File: src/rtl/break_arbiter.sv
// Data-break arbiter: steals memory cycles at CPU major-cycle boundaries for two requesters.
// Define BREAK_RR_EN for round-robin arbitration; otherwise req0 has fixed priority.
module break_arbiter (
    input  logic        clk,
    input  logic        reset,
    input  logic        clear,
    input  logic        cpu_slot,
    input  logic        req0,
    input  logic        req1,
    input  logic [14:0] addr0,
    input  logic [14:0] addr1,
    input  logic [11:0] wdata0,
    input  logic [11:0] wdata1,
    input  logic        wr0,
    input  logic        wr1,
    input  logic [11:0] mem_rdata,
    output logic [14:0] mem_addr,
    output logic [11:0] mem_wdata,
    output logic        mem_we,
    output logic        break_in_prog,
    output logic [11:0] dma_rdata,
    output logic        ack0,
    output logic        ack1
);

    typedef enum logic [1:0] {
        IDLE = 2'd0,
        ADDR = 2'd1,
        XFER = 2'd2,
        ACK  = 2'd3
    } state_t;

    state_t      state_q, state_d;
    logic [14:0] addr_q, addr_d;
    logic [11:0] wdata_q, wdata_d;
    logic [11:0] rdata_q, rdata_d;
    logic        wr_q, wr_d;
    logic        gnt_q, gnt_d;
    logic        accept;
    logic        win;

    assign accept = cpu_slot && (req0 || req1) && !clear;

`ifdef BREAK_RR_EN
    logic ptr_q, ptr_d;

    // win=1 selects requester 1; the pointer names the preferred one
    assign win   = ptr_q ? req1 : !req0;
    assign ptr_d = (state_q == ACK && !clear) ? ~ptr_q : ptr_q;

    always_ff @(posedge clk or posedge reset) begin
        if (reset) ptr_q <= 1'b0;
        else       ptr_q <= ptr_d;
    end
`else
    assign win = !req0;
`endif

    always_ff @(posedge clk or posedge reset) begin
        if (reset) begin
            state_q <= IDLE;
            addr_q  <= '0;
            wdata_q <= '0;
            rdata_q <= '0;
            wr_q    <= 1'b0;
            gnt_q   <= 1'b0;
        end else begin
            state_q <= state_d;
            addr_q  <= addr_d;
            wdata_q <= wdata_d;
            rdata_q <= rdata_d;
            wr_q    <= wr_d;
            gnt_q   <= gnt_d;
        end
    end

    always_comb begin
        state_d = state_q;
        unique case (state_q)
            IDLE: if (accept) state_d = ADDR;
            ADDR: state_d = XFER;
            XFER: state_d = ACK;
            ACK:  state_d = IDLE;
            default: state_d = IDLE;
        endcase
        if (clear) state_d = IDLE;
    end

    always_comb begin
        addr_d  = addr_q;
        wdata_d = wdata_q;
        wr_d    = wr_q;
        gnt_d   = gnt_q;
        rdata_d = rdata_q;
        if (state_q == IDLE && accept) begin
            gnt_d   = win;
            addr_d  = win ? addr1  : addr0;
            wdata_d = win ? wdata1 : wdata0;
            wr_d    = win ? wr1    : wr0;
        end
        // An aborted read leaves the previous word visible
        if (state_q == XFER && !wr_q && !clear) rdata_d = mem_rdata;
    end

    always_comb begin
        break_in_prog = 1'b0;
        mem_we        = 1'b0;
        mem_addr      = '0;
        mem_wdata     = '0;
        ack0          = 1'b0;
        ack1          = 1'b0;
        unique case (state_q)
            ADDR: begin
                break_in_prog = 1'b1;
                mem_we        = wr_q;
                mem_addr      = addr_q;
                mem_wdata     = wdata_q;
            end
            XFER: break_in_prog = 1'b1;
            ACK: begin
                ack0 = !clear && !gnt_q;
                ack1 = !clear && gnt_q;
            end
            default: ;
        endcase
    end

    assign dma_rdata = rdata_q;

endmodule

File: config.mk
export PLATFORM = sky130hd
export DESIGN_NAME = break_arbiter
export DESIGN_NICKNAME = d
export VERILOG_FILES = /design/src/rtl/break_arbiter.sv
export SDC_FILE = /design/constraint.sdc
export NUM_CORES = 1
export LEC_CHECK = 0
export CAP_MARGIN = 5
export CORE_MARGIN = 2
export CORE_UTILIZATION = 44
export CTS_BUF_LIST = sky130_fd_sc_hd__clkbuf_4 sky130_fd_sc_hd__clkbuf_8
export DETAILED_ROUTE_END_ITERATION = 12
export PLACE_DENSITY = 0.89
export SYNTH_ARGS = -nofsm -noshare
export SYNTH_HDL_FRONTEND = slang
export SYNTH_SLANG_ARGS = --single-unit
File: constraint.sdc
create_clock -name clk -period 3.4 [get_ports clk]
set_input_delay 0.68 -clock clk [delete_from_list [all_inputs] [get_ports clk]]
set_output_delay 0.68 -clock clk [all_outputs]
set_load 0.05 [all_outputs]
== Yosys cells after proc, flatten, opt, wreduce, memory -nomap -nowiden ==
Index checks and enable logic that the tools add are counted.
Operators by class
  equality and inequality tests: 4
  reductions and logical operators: 14
  mux-type cells: 12
Operator list (count)
  2-to-1 mux 15 bit: 2
  2-to-1 mux 12 bit: 2
  case mux 2 bit (4 select lines): 1
  logical AND 1 bit: 7
  2-to-1 mux 1 bit: 5
  == test 2 bit (second input constant): 2
  logical NOT 1 bit: 4
  2-to-1 mux 2 bit: 2
  != test 3 bit (second input constant): 1
  == test 2 x 1 -> 1 bit (second input constant): 1
  logical NOT 2 bit: 1
  OR reduction 2 bit: 1
  logical OR 1 bit: 1
Storage, ports and cells
  bits of input ports: 74
  output and inout bits: 43
  word-level logic and storage cells: 36
  bits in registers: 43

== Longest topological paths before layout ==
Gate-level depths: netlist of the first run.
  word-level depth: 6
  gate-level depth with buffers: 6
  mapped depth without buffers: 5

== Worst setup path before layout of the first run ==
OpenSTA, ideal clock, no wires.
  path type: input-to-output
  from: input clear
  to: output ack0
  data required time: 2.720 ns
  arrival: 1.838 ns
  slack: 0.882 ns
  stages: 1
  path buffers: 0
  cells stage by stage: nor3b_1
On the way
  cells in the longest elaborated chain, start to end: 3
RTL lines
  start: declaration: RTL line 6  | input logic clear,
  logical NOT 1 bit: RTL line 121  | ack0 = !clear && !gnt_q;
  logical AND 1 bit: RTL line 121
  2-to-1 mux 1 bit: RTL line 112  | unique case (state_q)
  end: declaration: RTL line 22  | output logic ack0,
Every way passes these cells.

== Worst setup path after layout of the first run ==
  from: input clear
  to: output ack1
On the way
  cells in the longest elaborated chain, start to end: 3
RTL lines
  logical NOT 1 bit: RTL line 122  | ack1 = !clear && gnt_q;
  logical AND 1 bit: RTL line 122
  2-to-1 mux 1 bit: RTL line 112
  end: declaration: RTL line 23  | output logic ack1
Every way passes these cells.

==> qor.yml, run 1 <==
layout:
  syn2layout_area_growth_pct: 60.1
  antennaDiodeCount: 0
  num-nets-final: 367
  instances_no_fill: 359
  fillers: 391
  layout_common_cells: "clkdlybuf4s50_1 (116), mux2_2 (68), dfrtp_1 (43)"
  drive_gt1_frac: 0.294
  final_common_cell: "clkdlybuf4s50_1"
sta:
  setup_viol: 0
  min_period_ns: 3.04
  slew_viol_final: 0
  final_hold_viol_count: 0
  fmax_mhz: 329
  worst_slew_pin_slew_ns: 0.892
  slew_headroom: 0.404
  rsz0062_at_grt: "false"
  setup_tns_ns: 0
  finalCritPeriodShare: 0.895
  fin_skew_ns: 0.00465
pwr:
  intPower_w: 0.00170
  power_w: 0.00297
  switchingPower_w: 0.00127
  sw_frac_of_total: 0.426
  power.density_mw_per_mm2: 823
  ir_drop_v: 0.000567
  leakage_nw: 1.47
  seqPwrFrac: 0.299
  clkPwrFrac: 0.139
  power_frac_comb: 0.561
clock_network:
  clock-sinks: 43
  clock_path_buffers: 2
  cts_resized: 0
  clkSlewWorstSetupHoldPaths_ns: 0.08
  cts_made_buffers: 5
  hold_buffers: 0
  clk_latency_ns: 0.30
  post_cts_buffers: 0
  cts_root_buffer: "clkbuf_8"
  cts-htree-levels: 2
  cts_tree: "done"
floorplan:
  die_area_sq_mm: 0.00571
  placementRows: 26
  die_y_um: 75.5
  initial_core_util: 0.450
  io-pin-count: 117
  coreArea_sq_mm: 0.00501
  die_x_um: 75.5
worst_setup_path:
  slowest_delay_ns: 0.84
  start_kind: "input pin"
  cp_max_fo: 7
  end_kind: "output pin"
  critPathArrivalTime_ns: 2.36
  crit_family: "buffers and inverters"
  crit_path_frequent_cell: "clkdlybuf4s50_1"
  cp_cell_sequence: "clkdlybuf4s50_1 -> nor3b_1 -> clkdlybuf4s50_1"
  crit_type: "in -> out"
  slowest_stage: "clkdlybuf4s50_1"
  path_buf_inv: 2
  crit_required_ns: 2.72
place:
  portBuffers: 116
  place_hpwl_um: 4040
  dp.cells: 351
  gp_congestion: 0.758
drt:
  ant_nets: 0
  drt_iter0_drc: 52
  routedWlPerCell_um: 15.0
  drcViolationCount: 0
  routed_wl_um: 5380
  dr.pass1.iters: 6
  vias: 1724
  vias_per_cell: 4.80
worst_hold_path:
  hold_class: "reg -> reg"
global_route:
  grt_start_max_net_pins: 44
  grt_pass1_vias: 1789
  grt-ovfl-total: 0
  grt_pass1_wl_um: 8400
  track_usage: 0.199
  grt_antenna_before_repair: 0
yosys:
  synthCells: 169
  synth_area_sq_mm: 0.00225
  synth_nets: 248
  syn_area_per_cell_sq_um: 13.3
  ys_ff_latch: 43
  yosysWarningCount: 0
  ys_seq_area_frac: 0.478
  yosysUniqueCellTypes: 18
run:
  max_cap_violations: 0
outcome:
  status: "complete, no violations"
==> layer usage <==
| layer | wire, um | vias up | global-route usage | share of wire |
|---|---|---|---|---|
| li1 | - | 822 | - | - |
| met1 | 2040 | 832 | 0.234 | 0.38 |
| met2 | 2920 | 60 | 0.343 | 0.54 |
| met3 | 323 | 10 | 0.0595 | 0.060 |
| met4 | 94 | 0 | 0.0760 | 0.017 |
| met5 | 0 | - | 0 | 0 |
==> area by class of cell <==
class | count | area (sq um) | share of cell area
repair buffers | 121 | 1200 | 0.333
multi-input cells | 113 | 1110 | 0.308
flip-flops and latches | 43 | 1080 | 0.299
well taps | 70 | 87.6 | 0.0243
clock buffers | 6 | 82.6 | 0.0229
clock inverters | 2 | 35.0 | 0.00972
inverters | 4 | 15.0 | 0.00417
==> sequential cells by signal, summed over array words and instances, names as in the netlist <==
name / cells
addr_q: 15
dma_rdata: 12
gnt_q: 1
state_q: 2
wdata_q: 12
wr_q: 1
==> power groups by stage <==
stage	logic (W)	clock network (W)	registers [W]
5_1_grt	0.00176	0.000441	0.000921
3_5_place_dp	0.00168	0	0.000901
2_1_floorplan	0.000884	0	0.00111
3_3_place_gp	0.00165	0	0.000879
6_report	0.00167	0.000414	0.000888
4_1_cts	0.00169	0.000426	0.000891
==> per-stage QoR <==
step                hold slack (ns)  utilization  setup slack, ns  instance area, sq um
finish                        0.504        0.720            0.358                  3600
global route                  0.514        0.720            0.277                  3600
CTS                           0.507        0.720            0.358                  3600
detailed placement            0.487        0.696            0.358                  3490
global placement              0.480        0.696            0.415                  3490
floorplan                     0.472            -            0.882                  2250
==> kinds of logic (layout without fill, tap and decap cells) <==
kind of cell             after synthesis  after routing  synth area share
multiplexers                          70             70             0.349
flip-flops                            43             43             0.478
AND/OR/NAND/NOR                       35             35             0.101
buffers and inverters                 13            133            0.0344
adder cells (fa/ha/maj)                5              5            0.0278
AO/OA/AOI/OAI                          3              3            0.0100
==> path summary, 6_finish.rpt <==
path | from | to | slack [ns] | depth (start not counted)
setup reg to reg | state_q[0] | addr_q[8] | 1.57 | 5
setup / recovery | clear | ack1 | 0.36 | 3
max in group asynchronous | reset | state_q[0] | 1.95 | 2
min in group asynchronous | reset | dma_rdata[11] | 0.89 | 2
hold reg to reg | addr_q[1] | addr_q[1] | 0.50 | 1
hold / removal | addr_q[1] | addr_q[1] | 0.50 | 1
==> worst reg2reg max path, stage by stage (launching register included) <==
cell     delay, ns
dfrtp_1       0.41
inv_1         0.13
ha_1          0.21
nor3b_4       0.18
buf_4         0.38
mux2_2        0.41
==> cells in the mapped netlist (all sizes together) <==
cell,number,area (sq um)
mux2i,2,20.0
a211o,1,8.76
dfrtp,43,1080
o21ai,2,13.8
mux2,68,766
nor2,1,3.75
nand2b,1,6.26
buf,7,55.1
clkbuf,2,7.51
ha,5,62.6
nor3b,4,35.0
and2,28,175
nand3b,1,7.51
inv,4,15.0
No activity file was read; power rests on OpenSTA's default activity.
==> inputs of run 2 (changes only) <==
--- a/config.mk
+++ b/config.mk
@@ -6,10 +6,10 @@
 export NUM_CORES = 1
 export LEC_CHECK = 0
 export CAP_MARGIN = 5
-export CORE_MARGIN = 2
 export CORE_UTILIZATION = 44
 export CTS_BUF_LIST = sky130_fd_sc_hd__clkbuf_4 sky130_fd_sc_hd__clkbuf_8
 export DETAILED_ROUTE_END_ITERATION = 12
+export GPL_TIMING_DRIVEN = 0
 export PLACE_DENSITY = 0.89
 export SYNTH_ARGS = -nofsm -noshare
 export SYNTH_HDL_FRONTEND = slang
==> run 2 against run 1 <==
Count of clock-buffer cells in the layout is 1 lower. Maximum frequency fell by 5.2%. Core utilization increased by 3.5 points. Die area fell by 5.2%. Worst hold slack worse by 0.0032 ns. Global-route usage rose by 0.059 points. Wire length decreased by 6.5%. Sequential power fell by 0.9%. Non-clock buffer count up 5. Worst setup slack got worse by 0.17 ns. Combinational power barely moved. Sequential share of layout area fell by 0.24 points. Critical path type is now reg -> out. Largest power group unchanged.
==> qor.yml, run 2 (synthesis gave the netlist of run 1 again) <==
pwr:
  ir_drop_v: 0.000634  # +12%
  power_w: 0.00294  # -0.85%
  leakage_nw: 1.49  # +1.1%
  power.density_mw_per_mm2: 810  # -1.6%
clock_network:
  cts_tree: "done"
  cts_resized: 0  # unchanged
  cts_root_buffer: "clkbuf_8"
  clock-sinks: 43  # unchanged
  cts-htree-levels: 2  # unchanged
  clk_latency_ns: 0.29  # about the same
  cts_made_buffers: 5  # unchanged
  clock_path_buffers: 2  # unchanged
  hold_buffers: 0  # unchanged
  post_cts_buffers: 0  # unchanged
  clkSlewWorstSetupHoldPaths_ns: 0.09  # about the same
worst_setup_path:
  crit_type: "reg -> out"
  crit_required_ns: 2.72  # about the same
  critPathArrivalTime_ns: 2.53  # +0.17 ns
  end_kind: "output pin"
  start_kind: "flip-flop"
  cp_max_fo: 10  # +3
layout:
  regMostFlops: "addr_q"
  num-nets-final: 372  # +1.4%
  drive_gt1_frac: 0.296  # +0.00180
  multi_input_comb_area_sq_mm: 0.00110  # -1.0%
  final_common_cell: "clkdlybuf4s50_1"
  largest_reg_flops: 15  # unchanged
  final_area_sq_mm: 0.00363  # +0.80%
  layout_common_cells: "clkdlybuf4s50_1 (116), mux2_2 (68), dfrtp_1 (43)"
  fillers: 360  # -7.9%
  syn2layout_area_growth_pct: 61.3
  final_core_util: 0.754  # +0.0348
  antennaDiodeCount: 0  # unchanged
  seqCellArea_sq_mm: 0.00108  # unchanged
global_route:
  grt-ovfl-total: 0  # unchanged
  grt_pass1_vias: 1767  # -1.2%
  grt_pass1_wl_um: 8160  # -2.9%
  grt_start_max_net_pins: 36  # -18%
  grt_antenna_before_repair: 0  # unchanged
  track_usage: 0.200  # +0.000589
place:
  portBuffers: 116  # unchanged
  post_dp_cell_area_sq_mm: 0.00352  # +0.86%
  place_hpwl_um: 3900  # -3.6%
  gp_congestion: 0.710  # -6.3%
drt:
  routedWlPerCell_um: 13.9  # -7.1%
  vias_per_cell: 4.84  # +0.72%
  ant_nets: 0  # unchanged
  drcViolationCount: 0  # unchanged
  drt_iter0_drc: 51  # -1.9%
  dr.pass1.iters: 4  # -2
  vias: 1746  # +1.3%
  routed_wl_um: 5030  # -6.5%
floorplan:
  coreArea_sq_mm: 0.00482  # -3.8%
  die_y_um: 73.5  # -2.6%
  initial_core_util: 0.468  # +0.0180
  placementRows: 25  # -3.8%
  io-pin-count: 117  # unchanged
  die_x_um: 73.5  # -2.6%
  die_area_sq_mm: 0.00541  # -5.2%
sta:
  fin_skew_ns: 0.00678  # +0.00213 ns
  setup_tns_ns: 0  # unchanged
  setup_viol: 0  # unchanged
  rsz0062_at_grt: "false"
  min_period_ns: 3.21  # +0.168 ns
  fmax_mhz: 311  # -5.2%
  slew_viol_final: 0  # unchanged
  worst_slew_pin_slew_ns: 0.549  # -0.344 ns
  slew_headroom: 0.633  # +0.229
  final_hold_viol_count: 0  # unchanged
  finalCritPeriodShare: 0.944  # +0.0495
outcome:
  status: "complete, no violations"
worst_hold_path:
  hold_class: "reg -> reg"
run:
  max_cap_violations: 0  # unchanged
[run 2: worst paths after layout]
| path | from | to | slack [ns] | depth (start not counted) |
|---|---|---|---|---|
| worst max-delay path | state_q[1] | mem_wdata[7] | 0.19 | 5 |
| worst min register to register | addr_q[2] | addr_q[2] | 0.50 | 1 |
| worst min-delay path | addr_q[2] | addr_q[2] | 0.50 | 1 |
| max in group asynchronous | reset | addr_q[8] | 2.35 | 3 |
| worst max register to register | state_q[0] | dma_rdata[1] | 1.45 | 5 |
| min in group asynchronous | reset | dma_rdata[4] | 0.60 | 2 |
[run 2: report_power, final]
part | internal [W] | total, W | switching, W
clock network | 0.000223 | 0.000410 | 0.000187
logic | 0.000695 | 0.00165 | 0.000959
registers | 0.000766 | 0.000880 | 0.000114
[run 2: critical path, cell delays in order (launching register included)]
cell and delay [ns]:
dfrtp_1 0.41, inv_1 0.13, ha_1 0.35, clkbuf_1 0.34
and2_1 0.19, clkdlybuf4s50_1 0.81
[run 2: per-layer routing]
layer / vias up / global-route usage / share of wire
met5: - / 0 / 0
met4: 0 / 0.0598 / 0.011
met3: 6 / 0.0727 / 0.087
met2: 64 / 0.324 / 0.49
met1: 845 / 0.249 / 0.41
li1: 831 / - / -
[run 2: through the flow]
step	hold slack, ns	setup slack [ns]	instances
finish	0.501	0.190	361
global placement	0.480	0.453	352
CTS	0.505	0.143	361
floorplan	0.472	0.882	169
global route	0.520	0.00788	361
detailed placement	0.487	0.434	353
[run 2: cell type report]
type                       instances  share of cell area
buffer                             9              0.0172
clock buffer                       5              0.0189
clock inverter                     3              0.0131
inverter                           4             0.00413
multi-input combinational        113               0.302
sequential                        43               0.296
tap                               67              0.0231
timing repair buffer             117               0.325
